==> config.mk <==
export PLATFORM = sky130hd
export DESIGN_NAME = prefetch_queue
export DESIGN_NICKNAME = d
export VERILOG_FILES = /design/src/rtl/prefetch_queue.sv
export SDC_FILE = /design/constraint.sdc
export NUM_CORES = 1
export LEC_CHECK = 0
export BUFFER_PORTS_ARGS = -buffer_cell sky130_fd_sc_hd__buf_2
export CORE_MARGIN = 10
export CORE_UTILIZATION = 35
export CTS_CLUSTER_SIZE = 10
export DETAILED_ROUTE_END_ITERATION = 16
export HOLD_SLACK_MARGIN = 0.08
export SYNTH_ARGS = -nofsm -noshare
export SYNTH_HDL_FRONTEND = slang
export SYNTH_SLANG_ARGS = --single-unit
==> constraint.sdc <==
create_clock -name i_clk -period 4.49 [get_ports i_clk]
set_input_delay 0.898 -clock i_clk [delete_from_list [all_inputs] [get_ports i_clk]]
set_output_delay 0.898 -clock i_clk [all_outputs]
set_load 0.005 [all_outputs]
==> src/rtl/prefetch_queue.sv <==
// ---------------------------------------------------------------------------
// prefetch_queue
//
// Instruction prefetch buffer sitting between the memory-interface fetch
// client slot and decode. It reads sequential instruction words on its own
// into a DEPTH-entry FIFO of {pc, inst} pairs. The head entry is presented to
// decode through a valid/take handshake. A redirect from execute flushes the
// queue and restarts fetching at the new pc.
//
// Ports:
//   i_clk          clock, all state changes on the rising edge
//   i_rst          synchronous active-high reset
//   i_flush        one-cycle redirect pulse from execute
//   i_flush_pc     redirect target, sampled while i_flush=1
//   o_mem_req      fetch request to the memory interface
//   o_mem_addr     word-aligned byte address of the requested word
//   i_mem_data_in  read data, valid while i_mem_ready=1
//   i_mem_ready    single-cycle completion strobe
//   o_inst_valid   head entry present
//   o_inst_out     head instruction word
//   o_inst_pc      address of the head instruction
//   i_inst_take    decode consumes the head this cycle
// ---------------------------------------------------------------------------
module prefetch_queue #(
    parameter int                 M_WIDTH  = 32,
    parameter int                 DEPTH    = 4,
    parameter logic [M_WIDTH-1:0] RESET_PC = '0
) (
    input  logic               i_clk,
    input  logic               i_rst,
    input  logic               i_flush,
    input  logic [M_WIDTH-1:0] i_flush_pc,
    output logic               o_mem_req,
    output logic [M_WIDTH-1:0] o_mem_addr,
    input  logic [M_WIDTH-1:0] i_mem_data_in,
    input  logic               i_mem_ready,
    output logic               o_inst_valid,
    output logic [M_WIDTH-1:0] o_inst_out,
    output logic [M_WIDTH-1:0] o_inst_pc,
    input  logic               i_inst_take
);

    localparam int PTR_W = $clog2(DEPTH);
    localparam int CNT_W = $clog2(DEPTH + 1);
    localparam logic [CNT_W-1:0] FULL_COUNT = CNT_W'(DEPTH);
    localparam logic [M_WIDTH-1:0] WORD_STEP = M_WIDTH'(M_WIDTH / 8);

    // DRAIN waits out a request whose target was invalidated by a redirect.
    typedef enum logic [1:0] {
        IDLE,
        REQ,
        DRAIN
    } fetchState_t;

    fetchState_t r_state;
    fetchState_t w_nextState;

    logic [M_WIDTH-1:0] r_pcMem   [DEPTH];
    logic [M_WIDTH-1:0] r_instMem [DEPTH];
    logic [PTR_W-1:0]   r_head;
    logic [PTR_W-1:0]   r_tail;
    logic [CNT_W-1:0]   r_count;
    logic [M_WIDTH-1:0] r_fetchAddr;
    logic [M_WIDTH-1:0] r_reqAddr;

    logic               w_push;
    logic               w_pop;
    logic [M_WIDTH-1:0] w_flushAligned;

    // A push needs a live request completing with no redirect in the same
    // cycle; a redirect also cancels any pop, so flush wins over both.
    assign w_push = (r_state == REQ) && i_mem_ready && !i_flush;
    assign w_pop  = i_inst_take && (r_count != '0) && !i_flush;

    // Redirect targets are forced onto a word boundary.
    assign w_flushAligned = i_flush_pc & ~(M_WIDTH'(3));

    // State register of the fetch FSM.
    always_ff @(posedge i_clk) begin
        if (i_rst) begin
            r_state <= IDLE;
        end else begin
            r_state <= w_nextState;
        end
    end

    // Next-state logic. A single request is outstanding at most, and IDLE
    // always sits between two requests so mem_req drops for a cycle. A
    // completion in REQ or DRAIN always returns to IDLE; a redirect that
    // arrives before the data turns REQ into DRAIN.
    always_comb begin
        w_nextState = r_state;
        case (r_state)
            IDLE: begin
                if (!i_flush && (r_count < FULL_COUNT)) begin
                    w_nextState = REQ;
                end
            end
            REQ: begin
                if (i_mem_ready) begin
                    w_nextState = IDLE;
                end else if (i_flush) begin
                    w_nextState = DRAIN;
                end
            end
            DRAIN: begin
                if (i_mem_ready) begin
                    w_nextState = IDLE;
                end
            end
            default: w_nextState = IDLE;
        endcase
    end

    // FSM outputs. While a request is live the address comes from the copy
    // latched when the request was issued. In DRAIN, fetch_addr already holds
    // the redirect target, but the bus must keep showing the old address.
    always_comb begin
        o_mem_req  = (r_state != IDLE);
        o_mem_addr = (r_state == IDLE) ? r_fetchAddr : r_reqAddr;
    end

    // Queue pointers, occupancy and fetch address.
    // r_reqAddr tracks fetch_addr every IDLE cycle. It is therefore frozen at
    // the address of the request for as long as that request is outstanding.
    always_ff @(posedge i_clk) begin
        if (i_rst) begin
            r_head      <= '0;
            r_tail      <= '0;
            r_count     <= '0;
            r_fetchAddr <= RESET_PC;
            r_reqAddr   <= RESET_PC;
        end else begin
            if (r_state == IDLE) begin
                r_reqAddr <= r_fetchAddr;
            end
            if (i_flush) begin
                r_head      <= '0;
                r_tail      <= '0;
                r_count     <= '0;
                r_fetchAddr <= w_flushAligned;
            end else begin
                if (w_push) begin
                    r_tail      <= r_tail + PTR_W'(1);
                    r_fetchAddr <= r_fetchAddr + WORD_STEP;
                end
                if (w_pop) begin
                    r_head <= r_head + PTR_W'(1);
                end
                case ({w_push, w_pop})
                    2'b10:   r_count <= r_count + CNT_W'(1);
                    2'b01:   r_count <= r_count - CNT_W'(1);
                    default: r_count <= r_count;
                endcase
            end
        end
    end

    // Entry storage has no reset; an empty queue never exposes its contents
    // as valid.
    always_ff @(posedge i_clk) begin
        if (w_push) begin
            r_pcMem[r_tail]   <= r_fetchAddr;
            r_instMem[r_tail] <= i_mem_data_in;
        end
    end

    assign o_inst_valid = (r_count != '0);
    assign o_inst_out   = r_instMem[r_head];
    assign o_inst_pc    = r_pcMem[r_head];

endmodule
==> impl_metrics.ini <==
[timing]
hold_viol = 0
clock.fmax_mhz = 302
drv_slew = 0
maxSlewHeadroom_pct = 25.4
finalSetupViolations = 0
min_period_ns = 3.31
worst_pin_slew_ns = 1.12
finalSetupTns_ns = 0
rsz0062_at_grt = false
period_share_pct = 73.8
clock_skew_ns = 0.0265

[worst_setup_path]
cp-start-kind = flip-flop
crit_fanout = 31
rr_endpoint = r_fetchAddr[21]
reg2reg_from = r_state[0]
r2r_slack_ns = 1.69
endpoint_kind = primary output
cp.required_ns = 3.59
reg2reg_depth = 4
criticalPathCategory = flip-flop to primary output
arrival_ns = 2.42

[final_layout]
layout_commonest_cell = edfxtp_1
syn2layout_area_growth_pct = 19.6
final_cell_mix = edfxtp_1, buf_2, dfxtp_1
nets = 977
drive_above_1_share_pct = 34.0
final_area_mm2 = 0.0150

[detailed_routing]
route.detailed.drc = 0
dr.pass1.iters = 4
vias = 6947
via_per_inst = 4.99
drt_iter0_drc = 307
wl_per_cell_um = 21.0
routed_wl_um = 29200
ant_nets = 0

[hold_path]
min-delay-start = r_count[1]
hold_depth = 2
whs_endpoint = r_count[1]
hold_path_class = flip-flop to flip-flop

[synthesis]
synthXorXnorAreaFrac_pct = 0.911
yosysTopAreaCell = edfxtp_1
synthMuxAreaShare_pct = 13.9
syn-cell-area_mm2 = 0.0125
synth-edff-count = 248
synthSimpleGateAreaFrac_pct = 8.10
synth_top_cells_by_area = edfxtp_1, dfxtp_1, mux4_2
synth_top_family_by_area = multiplexers
yosys_warnings = 0
synth-compound-area-share_pct = 3.12
synthDistinctLibCells = 45
yosys.area_share.adder_pct = 0.760
yosysTopAreaCellShare_pct = 59.6
ys_ff_latch = 321
syn_area_per_cell_um2 = 17.0
yosysSeqAreaShare_pct = 71.2
syn_inst = 734
ys_async_sr_fraction_pct = 0
synthFlopType = edfxtp_1

[cts]
cts_root_buf = clkbuf_16
clk_latency_ns = 0.53
postCtsHoldBufs = 0
cts_setup_buffers = 0
cts.sinks = 321
cts.clk_slew.worst_paths_ns = 0.05
cts_resized = 0
cts-buffers-inserted = 39
cts_tree = built
clockBufferDepth = 3
htreeDepth = 2

[placed_design]
gp_congestion = 0.712
port-buffer-count = 162
post-dp-hpwl_um = 17400
place_area_mm2 = 0.0138

[floorplan]
initial_core_util_pct = 35.3
num_io_pins = 167
die-area_mm2 = 0.0437
num_rows = 69
core_mm2 = 0.0354
die_w_um = 209
die_y_um = 209

[global_routing]
gr-total-overflow = 0
gr-usage-all-layers_pct = 13.1
grt_pass1_vias = 7452
grt_pass1_wl_um = 44700
antenna_found_initial = 1
grt_max_degree = 63

[pwr]
worst_ir_drop_vdd_mv = 0.262
power_density_mw_per_mm2 = 428
p_leak_uw = 0.00506

[job]
maxCapViolations = 0

[status]
status = finished clean
## power breakdown
group          switching [uW]  internal (uW)  leakage [uW]
sequential               62.2           3250       0.00284
combinational             128            113       0.00167
clock                    1130           1710      0.000551
## through the flow
stage               hold slack [ns]  util (%)  power [uW]  worst slack, ns  cells
floorplan                     0.458         -        3480             1.09    735
global placement              0.492      39.0        3610             1.26   1321
detailed placement            0.507      39.0        3620             1.22   1321
CTS                           0.519      42.2        6480             1.06   1391
global route                  0.541      42.2        6640            0.965   1391
finish                        0.521      42.3        6400             1.18   1393
## routing by layer
metal  track usage (%)  wire [um]  vias to the layer above
li1                  -          -                     3223
met1              17.1      13200                     3500
met2              20.9      13700                      179
met3              3.39       1640                       45
met4              4.04        600                        0
met5                 0          0                        -
## synthesized netlist by cell type, types with 9 or more instances
master,instances
mux4_2,62
buf_1,11
nor2b_1,37
clkbuf_1,27
a211oi_1,9
or3_1,12
inv_1,17
o21ai_0,18
dfxtp_1,73
nand3_1,17
nor2_1,36
nand2_1,22
mux2_2,29
nor4_1,9
nor3_1,9
edfxtp_1,248
## critical path: stages (launching register included)
cell and delay [ns]:
dfxtp_1 0.39, nor2_4 0.89, mux2_2 0.43, buf_2 0.16
## cell type report
class	count	area, um2
Multi-Input combinational cell	354	3380
Clock buffer	66	1100
Timing Repair Buffer	168	868
Antenna cell	2	5.00
Clock inverter	4	48.8
Sequential cell	321	8920
Fill cell	3200	20400
Inverter	17	63.8
Tap cell	461	577
## kinds of logic after synthesis
kind of cell,after synthesis
multiplexers,93
adder cells (fa/ha/maj),7
flip-flops,321
buffers and inverters,60
XOR/XNOR,13
other,1
AND/OR/NAND/NOR,181
AO/OA/AOI/OAI,58
## state kept, by name, summed over array words and instances, names as in the netlist, named ones only
register	cells
r_head	2
r_reqAddr	32
r_fetchAddr	30
r_state	2
r_count	3
r_tail	2
r_instMem	128
r_pcMem	120
## how the worst max path moves through the flow
stage | startpoint | endpoint | slack, ns | cells after the start
CTS | flip-flop | o_inst_pc[20] | 1.06 | 3
global placement | i_mem_ready | r_fetchAddr[21] | 1.26 | 5
detailed placement | i_mem_ready | r_fetchAddr[21] | 1.22 | 5
floorplan | i_flush | r_instMem[0][0] | 1.09 | 4
global route | r_state[0] | o_mem_addr[10] | 0.97 | 4
finish | r_state[0] | o_mem_addr[16] | 1.18 | 3
(Power assumes the default switching activity.)
